$ cat config.mk
export PLATFORM = sky130hd
export DESIGN_NAME = bsg_mem_2rw_sync_mask_write_gran
export DESIGN_NICKNAME = d
export VERILOG_FILES = /design/src/rtl/bsg_mem_2rw_gran_pkg.sv /design/src/rtl/bsg_mem_2rw_gran_merge.sv /design/src/rtl/bsg_mem_2rw_sync_mask_write_gran.sv
export SDC_FILE = /design/constraint.sdc
export NUM_CORES = 1
export LEC_CHECK = 0
export ABC_CLOCK_PERIOD_IN_PS = 2300
export CORE_ASPECT_RATIO = 1.4
export CORE_MARGIN = 3
export CORE_UTILIZATION = 59
export CTS_CLUSTER_DIAMETER = 50
export DETAILED_ROUTE_END_ITERATION = 6
export PLACE_DENSITY = 0.78
export SLEW_MARGIN = 25
export SYNTH_ARGS = -nofsm -noshare
export SYNTH_HDL_FRONTEND = slang
export SYNTH_SLANG_ARGS = --single-unit
$ cat constraint.sdc
create_clock -name clk_i -period 2.3 [get_ports clk_i]
set_clock_uncertainty 0.1 [all_clocks]
set_input_delay 0.46 -clock clk_i [delete_from_list [all_inputs] [get_ports clk_i]]
set_output_delay 0.46 -clock clk_i [all_outputs]
set_load 0.005 [all_outputs]
$ cat src/rtl/bsg_mem_2rw_gran_pkg.sv
// Shared helpers for the granule-masked dual-port RAM: collision kinds,
// mask-width derivation and per-granule even parity.
package bsg_mem_2rw_gran_pkg;

    localparam int unsigned max_gran_lp = 64;

    // rw_a: port A reads while port B writes the same word; rw_b is the mirror case.
    typedef enum logic [1:0] {
        e_coll_none,
        e_coll_ww,
        e_coll_rw_a,
        e_coll_rw_b
    } collision_kind_e;

    function automatic int unsigned mask_width_f(input int unsigned width, input int unsigned gran);
        return width / gran;
    endfunction

    // Narrower granules arrive zero-extended, which leaves the parity unchanged.
    function automatic logic even_parity_f(input logic [max_gran_lp-1:0] data);
        return ^data;
    endfunction

endpackage

$ cat src/rtl/bsg_mem_2rw_gran_merge.sv
// Per-granule merge of old data with two masked sources; A wins where both
// masks are set, B fills granules only it covers, old data fills the rest.
module bsg_mem_2rw_gran_merge
    import bsg_mem_2rw_gran_pkg::*;
#(
    parameter int width_p     = 32,
    parameter int mask_gran_p = 8
) (
    input  logic [width_p-1:0]                          old_i,
    input  logic [width_p-1:0]                          a_data_i,
    input  logic [mask_width_f(width_p, mask_gran_p)-1:0] a_mask_i,
    input  logic [width_p-1:0]                          b_data_i,
    input  logic [mask_width_f(width_p, mask_gran_p)-1:0] b_mask_i,
    output logic [width_p-1:0]                          data_o
);

    localparam int mask_width_lp = mask_width_f(width_p, mask_gran_p);

    for (genvar gi = 0; gi < mask_width_lp; gi++) begin : g_gran
        assign data_o[gi*mask_gran_p +: mask_gran_p] =
            a_mask_i[gi] ? a_data_i[gi*mask_gran_p +: mask_gran_p] :
            b_mask_i[gi] ? b_data_i[gi*mask_gran_p +: mask_gran_p] :
                           old_i[gi*mask_gran_p +: mask_gran_p];
    end

endmodule

$ cat src/rtl/bsg_mem_2rw_sync_mask_write_gran.sv
// True dual-port synchronous RAM with granule write masks and collision reporting.
// Define BSG_MEM_2RW_GRAN_PARITY_EN to store and check one even-parity bit per granule.
module bsg_mem_2rw_sync_mask_write_gran
    import bsg_mem_2rw_gran_pkg::*;
#(
    parameter int width_p                     = 32,
    parameter int els_p                       = 16,
    parameter int mask_gran_p                 = 8,
    parameter int read_write_same_addr_p      = 0,
    parameter int disable_collision_warning_p = 0,
    parameter int collision_cnt_width_p       = 8,
    localparam int addr_width_lp = $clog2(els_p),
    localparam int mask_width_lp = mask_width_f(width_p, mask_gran_p)
) (
    input  logic                             clk_i,
    input  logic                             reset_n_i,
    input  logic                             a_v_i,
    input  logic                             a_w_i,
    input  logic [addr_width_lp-1:0]         a_addr_i,
    input  logic [width_p-1:0]               a_data_i,
    input  logic [mask_width_lp-1:0]         a_w_mask_i,
    input  logic                             b_v_i,
    input  logic                             b_w_i,
    input  logic [addr_width_lp-1:0]         b_addr_i,
    input  logic [width_p-1:0]               b_data_i,
    input  logic [mask_width_lp-1:0]         b_w_mask_i,
    input  logic                             clear_collision_i,
    output logic [width_p-1:0]               a_data_o,
    output logic                             a_v_o,
    output logic [width_p-1:0]               b_data_o,
    output logic                             b_v_o,
    output logic                             collision_o,
    output logic [collision_cnt_width_p-1:0] collision_cnt_o,
    output logic                             a_parity_err_o,
    output logic                             b_parity_err_o
);

    if (width_p % mask_gran_p != 0) begin : g_bad_gran
        $error("width_p (%0d) must be a multiple of mask_gran_p (%0d)", width_p, mask_gran_p);
    end
    if (els_p < 2) begin : g_bad_els
        $error("els_p (%0d) must be at least 2", els_p);
    end

    logic a_rd, a_wr, b_rd, b_wr, same_addr;
    collision_kind_e coll_kind;
    logic coll_any;

    assign a_rd      = a_v_i & ~a_w_i;
    assign a_wr      = a_v_i &  a_w_i;
    assign b_rd      = b_v_i & ~b_w_i;
    assign b_wr      = b_v_i &  b_w_i;
    assign same_addr = (a_addr_i == b_addr_i);

    always_comb begin
        coll_kind = e_coll_none;
        if (same_addr) begin
            if (a_wr && b_wr)      coll_kind = e_coll_ww;
            else if (a_rd && b_wr) coll_kind = e_coll_rw_a;
            else if (b_rd && a_wr) coll_kind = e_coll_rw_b;
        end
    end
    assign coll_any = (coll_kind != e_coll_none);

    logic [width_p-1:0] mem_q [els_p];

    // On a write-write collision port A carries the merged word and port B stays quiet.
    logic                     ww, b_wr_solo;
    logic [mask_width_lp-1:0] wa_b_mask, wa_mask;
    logic [width_p-1:0]       wa_data;

    assign ww        = (coll_kind == e_coll_ww);
    assign b_wr_solo = b_wr & ~ww;
    assign wa_b_mask = ww ? b_w_mask_i : '0;
    assign wa_mask   = a_w_mask_i | wa_b_mask;

    bsg_mem_2rw_gran_merge #(.width_p(width_p), .mask_gran_p(mask_gran_p)) wr_merge (
        .old_i    ('0),
        .a_data_i (a_data_i),
        .a_mask_i (a_w_mask_i),
        .b_data_i (b_data_i),
        .b_mask_i (wa_b_mask),
        .data_o   (wa_data)
    );

    always_ff @(posedge clk_i) begin
        for (int g = 0; g < mask_width_lp; g++) begin
            if (a_wr && wa_mask[g])
                mem_q[a_addr_i][g*mask_gran_p +: mask_gran_p] <= wa_data[g*mask_gran_p +: mask_gran_p];
            if (b_wr_solo && b_w_mask_i[g])
                mem_q[b_addr_i][g*mask_gran_p +: mask_gran_p] <= b_data_i[g*mask_gran_p +: mask_gran_p];
        end
    end

    // Only one port can be reading a word the other is writing, so one bypass merge serves both.
    logic                     byp_a, byp_b;
    logic [width_p-1:0]       byp_wdata, byp_data, a_rdata_d, b_rdata_d;
    logic [mask_width_lp-1:0] byp_mask;

    assign byp_a     = (read_write_same_addr_p != 0) && (coll_kind == e_coll_rw_a);
    assign byp_b     = (read_write_same_addr_p != 0) && (coll_kind == e_coll_rw_b);
    assign byp_wdata = (coll_kind == e_coll_rw_a) ? b_data_i   : a_data_i;
    assign byp_mask  = (coll_kind == e_coll_rw_a) ? b_w_mask_i : a_w_mask_i;

    bsg_mem_2rw_gran_merge #(.width_p(width_p), .mask_gran_p(mask_gran_p)) byp_merge (
        .old_i    (mem_q[a_addr_i]),
        .a_data_i (byp_wdata),
        .a_mask_i (byp_mask),
        .b_data_i ('0),
        .b_mask_i ('0),
        .data_o   (byp_data)
    );

    assign a_rdata_d = byp_a ? byp_data : mem_q[a_addr_i];
    assign b_rdata_d = byp_b ? byp_data : mem_q[b_addr_i];

    logic [width_p-1:0]               a_data_q, b_data_q;
    logic                             a_v_q, b_v_q, coll_q;
    logic [collision_cnt_width_p-1:0] coll_cnt_q;

    always_ff @(posedge clk_i or negedge reset_n_i) begin
        if (!reset_n_i) begin
            a_data_q   <= '0;
            b_data_q   <= '0;
            a_v_q      <= 1'b0;
            b_v_q      <= 1'b0;
            coll_q     <= 1'b0;
            coll_cnt_q <= '0;
        end else begin
            a_v_q <= a_rd;
            b_v_q <= b_rd;
            if (a_rd) a_data_q <= a_rdata_d;
            if (b_rd) b_data_q <= b_rdata_d;
            if (clear_collision_i) begin
                coll_q     <= 1'b0;
                coll_cnt_q <= '0;
            end else if (coll_any) begin
                coll_q <= 1'b1;
                if (coll_cnt_q != '1) coll_cnt_q <= coll_cnt_q + collision_cnt_width_p'(1);
            end
        end
    end

    assign a_data_o        = a_data_q;
    assign a_v_o           = a_v_q;
    assign b_data_o        = b_data_q;
    assign b_v_o           = b_v_q;
    assign collision_o     = coll_q;
    assign collision_cnt_o = coll_cnt_q;

`ifdef BSG_MEM_2RW_GRAN_PARITY_EN
    if (mask_gran_p > max_gran_lp) begin : g_bad_par_gran
        $error("mask_gran_p (%0d) exceeds parity helper width", mask_gran_p);
    end

    logic [mask_width_lp-1:0] par_mem_q [els_p];
    logic [mask_width_lp-1:0] wa_par, b_par, byp_wpar, byp_par, a_chk_par, b_chk_par;
    logic [mask_width_lp-1:0] a_par_q, b_par_q, a_par_d, b_par_d;

    for (genvar gi = 0; gi < mask_width_lp; gi++) begin : g_par
        assign wa_par[gi]    = even_parity_f(max_gran_lp'(wa_data[gi*mask_gran_p +: mask_gran_p]));
        assign b_par[gi]     = even_parity_f(max_gran_lp'(b_data_i[gi*mask_gran_p +: mask_gran_p]));
        assign byp_wpar[gi]  = even_parity_f(max_gran_lp'(byp_wdata[gi*mask_gran_p +: mask_gran_p]));
        assign a_chk_par[gi] = even_parity_f(max_gran_lp'(a_data_q[gi*mask_gran_p +: mask_gran_p]));
        assign b_chk_par[gi] = even_parity_f(max_gran_lp'(b_data_q[gi*mask_gran_p +: mask_gran_p]));
    end

    // Bypassed granules take the writer's parity; untouched granules keep the stored bits.
    assign byp_par = (byp_mask & byp_wpar) | (~byp_mask & par_mem_q[a_addr_i]);
    assign a_par_d = byp_a ? byp_par : par_mem_q[a_addr_i];
    assign b_par_d = byp_b ? byp_par : par_mem_q[b_addr_i];

    always_ff @(posedge clk_i) begin
        for (int g = 0; g < mask_width_lp; g++) begin
            if (a_wr && wa_mask[g])         par_mem_q[a_addr_i][g] <= wa_par[g];
            if (b_wr_solo && b_w_mask_i[g]) par_mem_q[b_addr_i][g] <= b_par[g];
        end
    end

    always_ff @(posedge clk_i or negedge reset_n_i) begin
        if (!reset_n_i) begin
            a_par_q <= '0;
            b_par_q <= '0;
        end else begin
            if (a_rd) a_par_q <= a_par_d;
            if (b_rd) b_par_q <= b_par_d;
        end
    end

    assign a_parity_err_o = a_v_q & (|(a_chk_par ^ a_par_q));
    assign b_parity_err_o = b_v_q & (|(b_chk_par ^ b_par_q));
`else
    assign a_parity_err_o = 1'b0;
    assign b_parity_err_o = 1'b0;
`endif

`ifndef SYNTHESIS
    always_ff @(posedge clk_i) begin
        if (reset_n_i) begin
            if (a_v_i) assert ({1'b0, a_addr_i} < (addr_width_lp+1)'(els_p))
                else $error("port A address %0d out of range", a_addr_i);
            if (b_v_i) assert ({1'b0, b_addr_i} < (addr_width_lp+1)'(els_p))
                else $error("port B address %0d out of range", b_addr_i);
            if (read_write_same_addr_p == 0 && disable_collision_warning_p == 0 &&
                (coll_kind == e_coll_rw_a || coll_kind == e_coll_rw_b))
                $warning("read/write collision %s at address %0d: reader sees old data",
                         coll_kind.name(), a_addr_i);
        end
    end
`endif

endmodule
==> impl_results.md, run 1 <==
* Status: complete, but fails checks
* Violated checks: design-rule violations
* Syn Area/Cell at 13.1 sq um
* Prevailing post-synth register cell: edfxtp_1
* CTS Buf Count at 56
* Largest net degree at the start of global routing at 49
* Crit share post-route at 0.963
* Layout area overhead at 25.1%
* Type of element launching the critical path: input pin
* Row Count at between 100 and 150
* FMAX at about 0.45 GHz
* Worst r2r path cells at 5
* WL final at 125 mm
* Post-DP Area at around 42,000 sq um
* Global Route Usage Sum at 0.397
* WP data required at 2.46 ns
* Ys async rst share at 0.128
* Vias in the first global route at approximately 29,000
* Peak VDD IR at around 0.56 mV
* Reg-to-reg slack, setup at between 0.3 and 0.4 ns
* Share of cells above drive strength 1 at 0.404
* CP endpoint kind: flop
* First-pass GRT wire length at between 150 and 200 mm
* Layout Utilization at 0.747
* Post-synth EDFFs at roughly 510
* Total grt overflow at 0
* Cells after synthesis at between 2,000 and 3,000
* Post-CTS setup buffers at 0
* Power per cell area at 587 nW/um^2
* Met2 WL at slightly below 60 mm
* FF+latch count, synth at 587
* CTS root buffer: clkbuf_16
* Remaining DRCs at 2
* Total of max-cap violations at 0
* Die W at ~210 microns
* Synth area leaders: edfxtp_1 (44%), mux2_2 (16%), mux2i_1 (11%), dfrtp_1 (5.4%), mux4_2 (4.1%)
* Clock Sinks at around 590
* Top sig layer: met4
* Post-synth top cells: edfxtp_1 (512), mux2_2 (508), mux2i_1 (384)
* Yosys top cell area share at 0.439
* CTS clk-pin slew, worst paths at around 0.07 ns
* Max clock buf depth at 3
* Core ar. at roughly 59,000 sq um
* # diodes at 0
* Mapped Area at between 30,000 and 40,000 sq um
* H-tree Lvls at 2
* Final Setup Violations at 0
* TritonCTS clock tree: done
* Seq/Total Area, Yosys at 0.492
* Slew Viols, Final at 0
* Reg-to-Reg Start: collision_cnt_o[0]$_DFFE_PN0P_
* Top-count cell post-synth: edfxtp_1
* Worst hold slack at between 0.1 and 0.15 ns
* I/O Buffers at between 150 and 200
* Worst Path Arrival at between 2 and 2.5 ns
* Synth unique cells at 54
* Setup slack after layout at between 0.08 and 0.09 ns
* Post-DP HPWL at 86.4 mm
* Worst-path maximum fanout at 8
* I/O pin cnt at 164
* Worst hold-check path type: in -> async
* Setup CP Type: in -> reg
* Full die area at between 60,000 and 70,000 sq um
* Area leader, netlist: edfxtp_1
* Slew margin rel. at 0.389
* Routability cong. at just over 1
* RSZ-0062 raised after global routing: no
* Worst reg2reg path endpoint: collision_cnt_o[6]$_DFFE_PN0P_
* Number of DRC markers in iteration 0 at approximately 3,500
* Worst-Margin Slew at 0.917 ns
* Min Tclk post-route at around 2.2 ns
* M1 WL at between 40 and 50 mm
* Nets at between 3,000 and 4,000
* Setup TNS Final at 0 ns
* Final Hold Vio Count at 0
* Initial antenna violation count at 0
* ANT nets after route at 0
* WL met3 at roughly 13 mm
* Leak Pwr at approximately 16 nW
* Starting Density at 0.597
* Vias at ~28,000
* WL per Instance at 32.1 microns
* Number of synthesis warnings at 0
* Vias/cell at slightly above 7
* Cell area after layout at 43,900 sq um
* DIE HEIGHT at 294 microns
* Place WS at -0.581 ns
* Clk_lat worst skew at roughly 0.62 ns
* DR pass1 iterations at 7
[registers in the layout (all words and copies together) (netlist names)]
signal           count
mem_q              512
a_data_o            32
collision_o          1
a_v_o                1
collision_cnt_o      8
b_v_o                1
b_data_o            32
[metrics by stage]
step           total power [mW]  std cells
2_1_floorplan              14.3       2682
3_3_place_gp               16.1       3776
3_5_place_dp               16.2       3776
4_1_cts                    25.6       3881
5_1_grt                    26.3       3881
6_report                   25.8       3881
[where the power goes]
| part | total, mW | internal [mW] | switching, mW |
|---|---|---|---|
| Combinational | 3.98 | 1.87 | 2.11 |
| Clock | 9.68 | 5.55 | 4.13 |
| Sequential | 12.1 | 11.9 | 0.191 |
[metal layers]
metal  vias to the layer above  global-route usage
met3                       670              0.0770
met2                      2012               0.650
met4                         0               0.291
li1                      11300                   -
met5                         -                   0
met1                     13500               0.466
[worst max path at each step]
stage / end / slack [ns] / start / cells after the start
6_report: mem_q[8][3]$_DFFE_PP_ / 0.08 / a_v_i / 7
5_1_grt: mem_q[8][2]$_DFFE_PP_ / 0.03 / a_v_i / 7
4_1_cts: mem_q[1][22]$_DFFE_PP_ / 0.05 / b_v_i / 7
3_5_place_dp: mem_q[7][22]$_DFFE_PP_ / -0.58 / b_v_i / 7
3_3_place_gp: mem_q[15][22]$_DFFE_PP_ / -0.55 / b_v_i / 7
2_1_floorplan: mem_q[0][0]$_DFFE_PP_ / -0.11 / a_addr_i[1] / 7
[kinds of logic (layout without fill, tap and decap cells)]
group,count (synthesis),in the layout,share of synthesized area
xor gates and xnor gates,4,4,0.000999
DFF,587,587,0.492
other,1,2,0.000107
AOI/OAI and AO/OA,470,470,0.0999
buffers and inverters,247,697,0.0355
adders and majority gates,1,1,0.000357
muxes,961,961,0.316
and+or+nand+nor,410,410,0.0553
[worst max-delay path: stages]
cell and delay (ns):
clkdlybuf4s50_1 0.52, nand2_2 0.15, nor3b_2 0.31, buf_4 0.17, nand2_1 0.10, buf_4 0.21, o21bai_4 0.44
[layout make-up]
cell class	instances	area, sq um
inverter	1	3.75
clock buffer	83	1620
tap	749	937
multi-input combinational	1848	17300
timing repair buffer	592	6500
clock inverter	21	268
fill	3678	14900
sequential	587	17300
[cell usage in the layout, fill, tap and decap left out, types with 5 or more instances in the layout]
| cell type | synthesis | layout |
|---|---|---|
| a21oi_1 | 9 | 8 |
| a21oi_4 | 35 | 39 |
| a221oi_1 | 31 | 31 |
| a2bb2oi_1 | 33 | 33 |
| a31oi_1 | 64 | 64 |
| and3_1 | 6 | 6 |
| buf_12 | 0 | 133 |
| buf_4 | 36 | 298 |
| bufinv_16 | 0 | 6 |
| clkbuf_1 | 119 | 16 |
| clkbuf_16 | 0 | 57 |
| clkbuf_8 | 0 | 10 |
| clkdlybuf4s50_1 | 0 | 152 |
| clkinv_2 | 0 | 7 |
| dfrtp_1 | 75 | 75 |
| edfxtp_1 | 512 | 512 |
| mux2_1 | 5 | 5 |
| mux2_2 | 508 | 508 |
| mux2i_1 | 384 | 384 |
| mux4_2 | 64 | 64 |
| nand2_1 | 118 | 114 |
| nand3_1 | 75 | 73 |
| nand3b_1 | 6 | 6 |
| nor2_1 | 152 | 152 |
| nor4_1 | 5 | 5 |
| o211ai_2 | 6 | 5 |
| o21ai_0 | 87 | 61 |
| o21ai_2 | 20 | 40 |
| o21ai_4 | 0 | 6 |
| o21bai_4 | 0 | 38 |
| o22ai_1 | 128 | 128 |
| or3b_2 | 6 | 6 |
[timing repair]
action	in CTS	in global routing
hold endpoints to repair	51	0
hold buffers	1	0
resized for setup	0	2
setup endpoints to repair	0	31
Power figures use the tool's default switching activity.
==> run 2: changes to the inputs <==
--- a/config.mk
+++ b/config.mk
@@ -8,10 +8,9 @@
 export ABC_CLOCK_PERIOD_IN_PS = 2300
 export CORE_ASPECT_RATIO = 1.4
 export CORE_MARGIN = 3
-export CORE_UTILIZATION = 59
+export CORE_UTILIZATION = 40
 export CTS_CLUSTER_DIAMETER = 50
 export DETAILED_ROUTE_END_ITERATION = 6
-export PLACE_DENSITY = 0.78
 export SLEW_MARGIN = 25
 export SYNTH_ARGS = -nofsm -noshare
 export SYNTH_HDL_FRONTEND = slang
==> run 2 against run 1 <==
Compared with the run above: the run ends with negative setup slack left; maximum frequency is 5.9% lower; critical path depth up 1; die area up 46%; routed wire length grew 7.3%; worst setup slack got worse by 0.14 ns; clock power up 9.5%; first-iteration DRC count shrank 27%; global-route usage is 11 points lower; sequential share of layout area down 1.1 points; final cell count rose by 12%; total power is 4.0% higher; critical endpoint is now mem_q[1][25]$_DFFE_PP_.
==> impl_results.md, run 2 (synthesized netlist as in run 1, its figures left out) <==
* Status: complete, but fails checks
* Violated checks: negative setup slack
* Post-CTS setup buffers at 0 (unchanged)
* Layout area overhead at 28.9%
* DIE HEIGHT at 356 microns (+21%)
* Critical path's top delay family: buffers and inverters
* Share of cells above drive strength 1 at 0.412 (+0.00798)
* Crit-path slowest cell: nor4b_2
* Worst-path maximum fanout at 19 (+11)
* WL final at 134 mm (+7.3%)
* Leak Pwr at 16.5 nW (+2.5%)
* Initial antenna violation count at 0 (unchanged)
* Routability cong. at 0.985 (-2.6%)
* H-tree Lvls at 3 (+1)
* Setup TNS Final at -0.316 ns (-0.316 ns)
* ANT nets after route at 0 (unchanged)
* Power per cell area at 593 nW/um^2 (+0.95%)
* Cell area after layout at 45,200 sq um (+3.0%)
* CTS Buf Count at 69 (+23%)
* Die W at 256 microns (+21%)
* Vias/cell at 6.12 (-14%)
* WP data required at 2.57 ns (+0.11 ns)
* Min Tclk post-route at 2.36 ns (+0.139 ns)
* Max incr delay on CP at 0.65 ns (+0.13 ns)
* Switch Pwr at 6.94 mW (+8.0%)
* Total of max-cap violations at 0 (unchanged)
* Crit-path most repeated cell: buf_4
* CP cell instances: buf_2 -> buf_12 -> nor4b_2 -> buf_4 -> nand2_1 -> a21oi_4 -> buf_4 -> mux2_2
* Total grt overflow at 0 (unchanged)
* Most frequent cells in the layout: edfxtp_1 (512), mux2_2 (508), mux2i_1 (384), buf_4 (304), buf_12 (158)
* Worst hold-check path type: in -> async
* Setup CP Type: in -> reg
* Commonest non-fill, non-tap cell in the layout: edfxtp_1
* Type of element launching the critical path: input pin
* Worst-Margin Slew at 0.804 ns (-0.113 ns)
* Count of hold-fix buffers inserted at cts at 1 (unchanged)
* I/O pin cnt at 164 (unchanged)
* CTS root buffer: clkbuf_16
* Core ar. at 86,300 sq um (+47%)
* Final Hold Vio Count at 0 (unchanged)
* Cell-internal power at 19.8 mW (+2.6%)
* Fin cells at 4,345 (+12%)
* Row Count at 127 (+21%)
* CP endpoint kind: flop
* Placed Cells incl. Taps at 4,219 (+12%)
* Layout Utilization at 0.524 (-0.223)
* Max reg flops at 512 (unchanged)
* Reg-to-Reg Start: collision_cnt_o[0]$_DFFE_PN0P_
* Slew margin rel. at 0.464 (+0.0753)
* Worst r2r path cells at 5 (unchanged)
* Remaining DRCs at 0 (-2)
* Post-DP Area at 43,000 sq um (+2.5%)
* Vias in the first global route at 27,700 (-3.0%)
* Max clock buf depth at 3 (unchanged)
* CTS clk-pin slew, worst paths at 0.06 ns (about the same)
* Crit share post-route at 1.02 (+0.0606)
* Vias at 26,600 (-3.5%)
* Slew Viols, Final at 0 (unchanged)
* Sequential power share at 0.451 (-0.019)
* Nets at 3,218 (+1.4%)
* Largest net degree at the start of global routing at 51 (+4.1%)
* WL per Instance at 30.8 microns (-4.2%)
* Largest reg by FF count: mem_q
* Total power at 26.8 mW (+4.0%)
* Peak VDD IR at 0.490 mV (-13%)
* First-pass GRT wire length at 192 mm (+5.6%)
* TritonCTS clock tree: done
* Reg-to-reg slack, setup at 0.46 ns (+0.10 ns)
* Final Setup Violations at 8 (+8)
* Global Route Usage Sum at 0.290 (-0.107)
* Crit path buf inv count at 4 (+1)
* Place WS at -0.585 ns (-0.00324 ns)
* Post-DP HPWL at 93.7 mm (+8.5%)
* Sw Share at 0.259 (+0.00957)
* DR pass1 iterations at 6 (-1)
* Full die area at 91,300 sq um (+46%)
* Worst hold slack at 0.0816 ns (-0.0676 ns)
* Logic pwr share at 0.154 (about the same)
* Clock Sinks at 587 (unchanged)
* FMAX at 0.425 GHz (-5.9%)
* Number of DRC markers in iteration 0 at 2,540 (-27%)
* Clk_lat worst skew at 0.62 ns (about the same)
* Starting Density at 0.406 (-0.191)
* Worst Path Arrival at 2.62 ns (+0.25 ns)
* Setup slack after layout at -0.0550 ns (-0.139 ns)
* I/O Buffers at 161 (unchanged)
* Worst reg2reg path endpoint: collision_cnt_o[5]$_DFFE_PN0P_
* Clock share of power at 0.395 (+0.019)
* RSZ-0062 raised after global routing: no
* Post-cts sizing count at 0 (unchanged)
## run 2: final cells by class
| cell class | count | area [sq um] |
|---|---|---|
| inverter | 1 | 3.75 |
| fill | 7225 | 41100 |
| clock buffer | 90 | 1900 |
| timing repair buffer | 623 | 7050 |
| antenna | 1 | 2.50 |
| tap | 1161 | 1450 |
| sequential | 587 | 17300 |
| multi-input combinational | 1848 | 17300 |
| clock inverter | 34 | 240 |
## run 2: per-layer routing
metal | wire [microns] | share of wire | global-route usage
met1 | 50400 | 0.38 | 0.352
met2 | 65100 | 0.49 | 0.491
met3 | 9650 | 0.072 | 0.0449
met4 | 8680 | 0.065 | 0.165
met5 | 0 | 0 | 0
## run 2: power by group through the flow
stage	sequential [mW]	combinational [mW]	clock (mW)
6_report	12.1	4.13	10.6
5_1_grt	12.1	4.33	11.1
4_1_cts	12.1	4.10	10.7
3_5_place_dp	12.3	4.08	0
3_3_place_gp	12.3	4.02	0
2_1_floorplan	12.3	2.05	0
## run 2: how the worst max path moves through the flow
| stage | startpoint | end | slack [ns] | cells after the start |
|---|---|---|---|---|
| 6_report | b_addr_i[0] | mem_q[1][25]$_DFFE_PP_ | -0.06 | 8 |
| 5_1_grt | a_w_i | mem_q[8][6]$_DFFE_PP_ | 0.02 | 6 |
| 4_1_cts | b_addr_i[0] | mem_q[1][25]$_DFFE_PP_ | 0.06 | 8 |
| 3_5_place_dp | b_addr_i[0] | mem_q[1][29]$_DFFE_PP_ | -0.58 | 8 |
| 3_3_place_gp | b_addr_i[0] | mem_q[1][25]$_DFFE_PP_ | -0.55 | 8 |
| 2_1_floorplan | a_addr_i[1] | mem_q[0][0]$_DFFE_PP_ | -0.11 | 7 |
